===== config.mk =====
export PLATFORM = sky130hd
export DESIGN_NAME = systolic_pe_db
export DESIGN_NICKNAME = d
export VERILOG_FILES = /design/src/rtl/systolic_pe_db.sv
export SDC_FILE = /design/constraint.sdc
export NUM_CORES = 1
export LEC_CHECK = 0
export CORE_AREA = 5 5 200 202
export CTS_CLUSTER_SIZE = 24
export DETAILED_ROUTE_END_ITERATION = 6
export DIE_AREA = 0 0 205 207
export PLACE_DENSITY = 0.7
export SLEW_MARGIN = 20
export SYNTH_ARGS = -nofsm -noshare
export SYNTH_HDL_FRONTEND = slang
export SYNTH_SLANG_ARGS = --single-unit
export TNS_END_PERCENT = 30

===== constraint.sdc =====
create_clock -name clk -period 13.28 [get_ports clk]
set_input_delay 2.656 -clock clk [delete_from_list [all_inputs] [get_ports clk]]
set_output_delay 2.656 -clock clk [all_outputs]
set_load 0.02 [all_outputs]

===== src/rtl/systolic_pe_db.sv =====
// Double-buffered output-stationary systolic PE: forwards operands east/south, accumulates a
// saturating MAC into the compute bank and unloads the other bank over a west-to-east drain chain.
module systolic_pe_db #(
    parameter int DATA_W     = 16,
    parameter int ACC_W      = 40,
    parameter int SIGNED     = 1,
    parameter int CHAIN_HEAD = 0
) (
    input  logic              clk,
    input  logic              reset,
    input  logic [DATA_W-1:0] a_i,
    input  logic              a_valid_i,
    input  logic [DATA_W-1:0] b_i,
    input  logic              b_valid_i,
    output logic [DATA_W-1:0] a_o,
    output logic              a_valid_o,
    output logic [DATA_W-1:0] b_o,
    output logic              b_valid_o,
    input  logic              acc_first_i,
    input  logic              swap_i,
    output logic              swap_err_o,
    input  logic              drain_start_i,
    input  logic [ACC_W-1:0]  drain_i,
    input  logic              drain_sat_i,
    input  logic              drain_last_i,
    input  logic              drain_valid_i,
    output logic              drain_ready_o,
    output logic [ACC_W-1:0]  drain_o,
    output logic              drain_sat_o,
    output logic              drain_last_o,
    output logic              drain_valid_o,
    input  logic              drain_ready_i,
    output logic [1:0]        drain_state_o
);

    typedef enum logic [1:0] {
        S_IDLE = 2'd0,
        S_SELF = 2'd1,
        S_PASS = 2'd2
    } drain_state_e;

    localparam int EXT_W = ACC_W + 1 - 2 * DATA_W;

    logic [DATA_W-1:0] a_q, a_d, b_q, b_d;
    logic              a_valid_q, a_valid_d, b_valid_q, b_valid_d;
    logic [ACC_W-1:0]  acc_q [2];
    logic [ACC_W-1:0]  acc_d [2];
    logic [1:0]        sat_q, sat_d, full_q, full_d;
    logic              cb_q, cb_d;
    logic              swap_err_q, swap_err_d;
    drain_state_e      state_q, state_d;
    logic [ACC_W-1:0]  out_q, out_d;
    logic              out_sat_q, out_sat_d, out_last_q, out_last_d, out_valid_q, out_valid_d;

    logic                db;
    logic                drain_ready;
    logic [ACC_W-1:0]    acc_cur;
    logic [2*DATA_W-1:0] a_ext, b_ext, prod;
    logic [ACC_W:0]      prod_ext, acc_ext, base, sum;
    logic                ovf, mac_sat;
    logic [ACC_W-1:0]    mac_val, sat_max, sat_min;

    always_comb begin
        a_d         = a_i;
        a_valid_d   = a_valid_i;
        b_d         = b_i;
        b_valid_d   = b_valid_i;
        acc_d       = acc_q;
        sat_d       = sat_q;
        full_d      = full_q;
        cb_d        = cb_q;
        swap_err_d  = 1'b0;
        state_d     = state_q;
        out_d       = out_q;
        out_sat_d   = out_sat_q;
        out_last_d  = out_last_q;
        out_valid_d = out_valid_q;

        db      = ~cb_q;
        acc_cur = acc_q[cb_q];

        // The low 2*DATA_W bits of the product of extended operands are the exact product.
        a_ext    = (SIGNED != 0) ? {{DATA_W{a_i[DATA_W-1]}}, a_i} : {{DATA_W{1'b0}}, a_i};
        b_ext    = (SIGNED != 0) ? {{DATA_W{b_i[DATA_W-1]}}, b_i} : {{DATA_W{1'b0}}, b_i};
        prod     = a_ext * b_ext;
        prod_ext = (SIGNED != 0) ? {{EXT_W{prod[2*DATA_W-1]}}, prod} : {{EXT_W{1'b0}}, prod};
        acc_ext  = (SIGNED != 0) ? {acc_cur[ACC_W-1], acc_cur} : {1'b0, acc_cur};
        base     = acc_first_i ? {(ACC_W + 1){1'b0}} : acc_ext;
        sum      = base + prod_ext;
        ovf      = (SIGNED != 0) ? (sum[ACC_W] != sum[ACC_W-1]) : sum[ACC_W];
        sat_max  = (SIGNED != 0) ? {1'b0, {(ACC_W - 1){1'b1}}} : {ACC_W{1'b1}};
        sat_min  = {1'b1, {(ACC_W - 1){1'b0}}};
        mac_val  = ovf ? (((SIGNED != 0) && sum[ACC_W]) ? sat_min : sat_max) : sum[ACC_W-1:0];
        mac_sat  = (acc_first_i ? 1'b0 : sat_q[cb_q]) | ovf;

        if (a_valid_i && b_valid_i) begin
            acc_d[cb_q] = mac_val;
            sat_d[cb_q] = mac_sat;
        end

        // Valid/ready: a word moves when valid and ready are both high at the clock edge;
        // the sender holds the word stable until then.
        drain_ready = (state_q == S_PASS) && (!out_valid_q || drain_ready_i);

        case (state_q)
            S_IDLE: begin
                if (drain_start_i && full_q[db]) begin
                    out_d       = acc_q[db];
                    out_sat_d   = sat_q[db];
                    out_last_d  = (CHAIN_HEAD != 0);
                    out_valid_d = 1'b1;
                    state_d     = S_SELF;
                end
            end
            S_SELF: begin
                if (drain_ready_i) begin
                    out_valid_d = 1'b0;
                    full_d[db]  = 1'b0;
                    state_d     = (CHAIN_HEAD != 0) ? S_IDLE : S_PASS;
                end
            end
            S_PASS: begin
                if (out_valid_q && drain_ready_i) begin
                    out_valid_d = 1'b0;
                    if (out_last_q) state_d = S_IDLE;
                end
                if (drain_valid_i && drain_ready) begin
                    out_d       = drain_i;
                    out_sat_d   = drain_sat_i;
                    out_last_d  = drain_last_i;
                    out_valid_d = 1'b1;
                end
            end
            default: state_d = S_IDLE;
        endcase

        // A bank still waiting to be drained is never handed back to the MAC.
        if (swap_i) begin
            if (!full_q[db]) begin
                cb_d         = db;
                full_d[cb_q] = 1'b1;
            end else begin
                swap_err_d = 1'b1;
            end
        end
    end

    always_ff @(posedge clk) begin
        if (reset) begin
            a_q         <= '0;
            a_valid_q   <= 1'b0;
            b_q         <= '0;
            b_valid_q   <= 1'b0;
            acc_q       <= '{default: '0};
            sat_q       <= '0;
            full_q      <= '0;
            cb_q        <= 1'b0;
            swap_err_q  <= 1'b0;
            state_q     <= S_IDLE;
            out_q       <= '0;
            out_sat_q   <= 1'b0;
            out_last_q  <= 1'b0;
            out_valid_q <= 1'b0;
        end else begin
            a_q         <= a_d;
            a_valid_q   <= a_valid_d;
            b_q         <= b_d;
            b_valid_q   <= b_valid_d;
            acc_q       <= acc_d;
            sat_q       <= sat_d;
            full_q      <= full_d;
            cb_q        <= cb_d;
            swap_err_q  <= swap_err_d;
            state_q     <= state_d;
            out_q       <= out_d;
            out_sat_q   <= out_sat_d;
            out_last_q  <= out_last_d;
            out_valid_q <= out_valid_d;
        end
    end

    assign a_o           = a_q;
    assign a_valid_o     = a_valid_q;
    assign b_o           = b_q;
    assign b_valid_o     = b_valid_q;
    assign swap_err_o    = swap_err_q;
    assign drain_ready_o = drain_ready;
    assign drain_o       = out_q;
    assign drain_sat_o   = out_sat_q;
    assign drain_last_o  = out_last_q;
    assign drain_valid_o = out_valid_q;
    assign drain_state_o = state_q;

endmodule


==> results.cfg <==
[cells_and_area]
antennaDiodeCount = 0
fin_cells = 2765
multiInputGateArea_mm2 = 0.0139
fill_cells = 3490
syn_to_final_growth_pct = 14.5
drive_gt1_frac = 0.0378
layout.nets = 2700
regArea_mm2 = 0.00331

[cts]
clkSinkCount = 165
clk_pin_slew_ns = 0.07
hold_buffers = 0
cts_max_level = 4
clock_path_buffers = 2
cts_root_buf = clkbuf_16
cts_tree = built
clkLatencyLatePin_ns = 0.46
cts_buffers = 17

[worst_hold_path]
hold_class = flop to flop
min_path_cells = 2

[timing]
rsz0062_at_grt = false
setup_viol = 0
fin_setup_tns_ns = 0
slew_viol_final = 0
finalCritPeriodShare = 0.946
hold_violations = 0
maxSlewHeadroom = 0.382
skew_ns = 0.0172
max_freq_ghz = 0.0796
worst_pin_slew_ns = 0.924
finalCriticalPeriod_ns = 12.56

[synthesis]
synth.cell_area_mm2 = 0.0187
synth_top_area_share = 0.281
yosysMostFrequentCell = inv_1
syn_inst = 2127
synthArstFlopShare = 0
synth_area_leaders = fa_1, dfxtp_1, ha_1, inv_1, nor2_1
syn_avg_cell_area_um2 = 8.81
synth-main-ff-cell = dfxtp_1
yosysSeqAreaShare = 0.176
synth_top_area_cell = fa_1
syn_nets = 2593
yosys-top-cells-count = inv_1, fa_1, nor2_1
yosysWarnings = 0
synth_cell_types = 66
ys_ff_latch = 165
synth-edff-count = 0

[worst_setup_path]
path_common_cell = fa_1
worstSetupPathType = input pin to flop
cp_data_arrival_time_ns = 12.93
cpMaxStageDelayCell = clkdlybuf4s50_1
end_kind = flop
critical_path_required_ns = 13.65
reg2regPathDepth = 18
worstSetupStartpointType = input pin
max_stage_delay_ns = 0.94
cp_max_fo = 20

[floorplan]
rows = 72
io_pins = 164
core_area_mm2 = 0.0381
dieArea_mm2 = 0.0424
start_util = 0.492
die_y_um = 207
die_w_um = 205

[detailed_routing]
drc = 0
drt-total-wl_mm = 48.5
avgRoutedWirePerCell_um = 17.5
drt_pass1_iterations = 5
num_vias = 15000
vias_per_cell = 5.43
drt_iter0_drc = 817
ant_nets = 0

[grt]
grt_pass1_vias = 15200
antenna_found_initial = 1
grtUsageTotal = 0.230
grt_max_degree = 86
grt_overflow_total = 0
grt_pass1_wl_mm = 79.3

[placed_design]
place.gp.congestion = 0.865
place_inst = 2732
hpwlAfterDp_mm = 38.4
io_buffers = 163

[status]
outcome = complete, no violations

[job]
max-cap-violations = 0
critical path: cells and delay by family:
kind                     cells  cell delay [ns]
adder cells (fa/ha/maj)      8             3.73
AO/OA/AOI/OAI               15             3.71
buffers and inverters        7             1.43
AND/OR/NAND/NOR              8             1.23
XOR/XNOR                     1             0.16
cells in the final DEF (no fill, tap or decap), types with 5 or more instances in the layout:
cell             instances
a21oi_1                119
a221o_1                 33
nand2_1                172
inv_1                  302
fa_1                   263
xor2_1                  18
nand3b_1                 6
nor2b_1                 38
or2_2                    7
xnor2_1                 52
o211ai_1                16
and2_1                 122
clkbuf_16               17
o21ai_0                 38
nand3_1                 13
a211oi_1                84
nor3_1                  15
nor2_1                 224
dfxtp_1                164
buf_4                   29
ha_1                   120
nand4_1                  8
nand2b_1                12
mux2i_1                 82
a21o_1                  25
clkdlybuf4s50_1        160
o21bai_1                 5
o21a_1                  18
sequential cells by signal (all words and copies together), names as in the netlist:
register,flops
a_valid_o,1
a_o,16
cb_q,1
acc_q,80
sat_q,2
b_valid_o,1
drain_valid_o,1
swap_err_o,1
drain_o,40
drain_last_o,1
drain_state_o,2
b_o,16
full_q,2
drain_sat_o,1
what timing repair did:
item,4_1_cts,5_1_grt
setup endpoints to repair,0,28
buffers inserted,0,1
resized for setup,0,2
logic make-up after synthesis:
group | after synthesis | share of synthesized area
DFF | 165 | 0.176
xor gates and xnor gates | 72 | 0.0351
muxes | 82 | 0.0438
and+or+nand+nor | 642 | 0.163
adders and majority gates | 383 | 0.361
buffers and inverters | 407 | 0.0827
AOI/OAI and AO/OA | 376 | 0.138
per-layer routing:
layer	vias to the layer above	part of all wire	routed length, µm	GRT usage
li1	7144	-	-	-
met1	7431	0.46	22300	0.328
met2	387	0.47	22600	0.368
met3	62	0.052	2540	0.0335
met4	0	0.019	942	0.0596
met5	-	0	0	0
per-stage QoR:
| step | cell area, µm² | util | hold slack (ns) | setup WS [ns] |
|---|---|---|---|---|
| final | 21500 | 0.563 | 0.475 | 0.723 |
| after global routing | 21500 | 0.563 | 0.501 | 0.00802 |
| after CTS | 21400 | 0.562 | 0.473 | 0.558 |
| after detailed placement | 20900 | 0.547 | 0.464 | 0.106 |
| after global placement | 20900 | 0.547 | 0.457 | 0.162 |
| after floorplan | 18700 | - | 0.446 | 2.10 |
cell type report:
| type | instances | share of cell area |
|---|---|---|
| tap | 518 | 0.0302 |
| inverter | 302 | 0.0528 |
| multi-input combinational | 1555 | 0.648 |
| sequential | 165 | 0.154 |
| clock buffer | 21 | 0.0219 |
| timing repair buffer | 193 | 0.0878 |
| clock inverter | 11 | 0.00502 |
worst paths after layout:
kind / from / end / slack [ns]
worst max-delay path: a_i[6] / acc_q[12]$_SDFFE_PP0P_ / 0.72
worst max register to register: cb_q$_SDFFE_PP0P_ / acc_q[12]$_SDFFE_PP0P_ / 7.18
worst min-delay path: acc_q[39]$_SDFFE_PP0P_ / acc_q[39]$_SDFFE_PP0P_ / 0.48
worst min register to register: acc_q[39]$_SDFFE_PP0P_ / acc_q[39]$_SDFFE_PP0P_ / 0.48
Power is left out: the tool's default activity adds up to more than one toggle a clock period on the data nets, which glitch-free logic cannot reach.
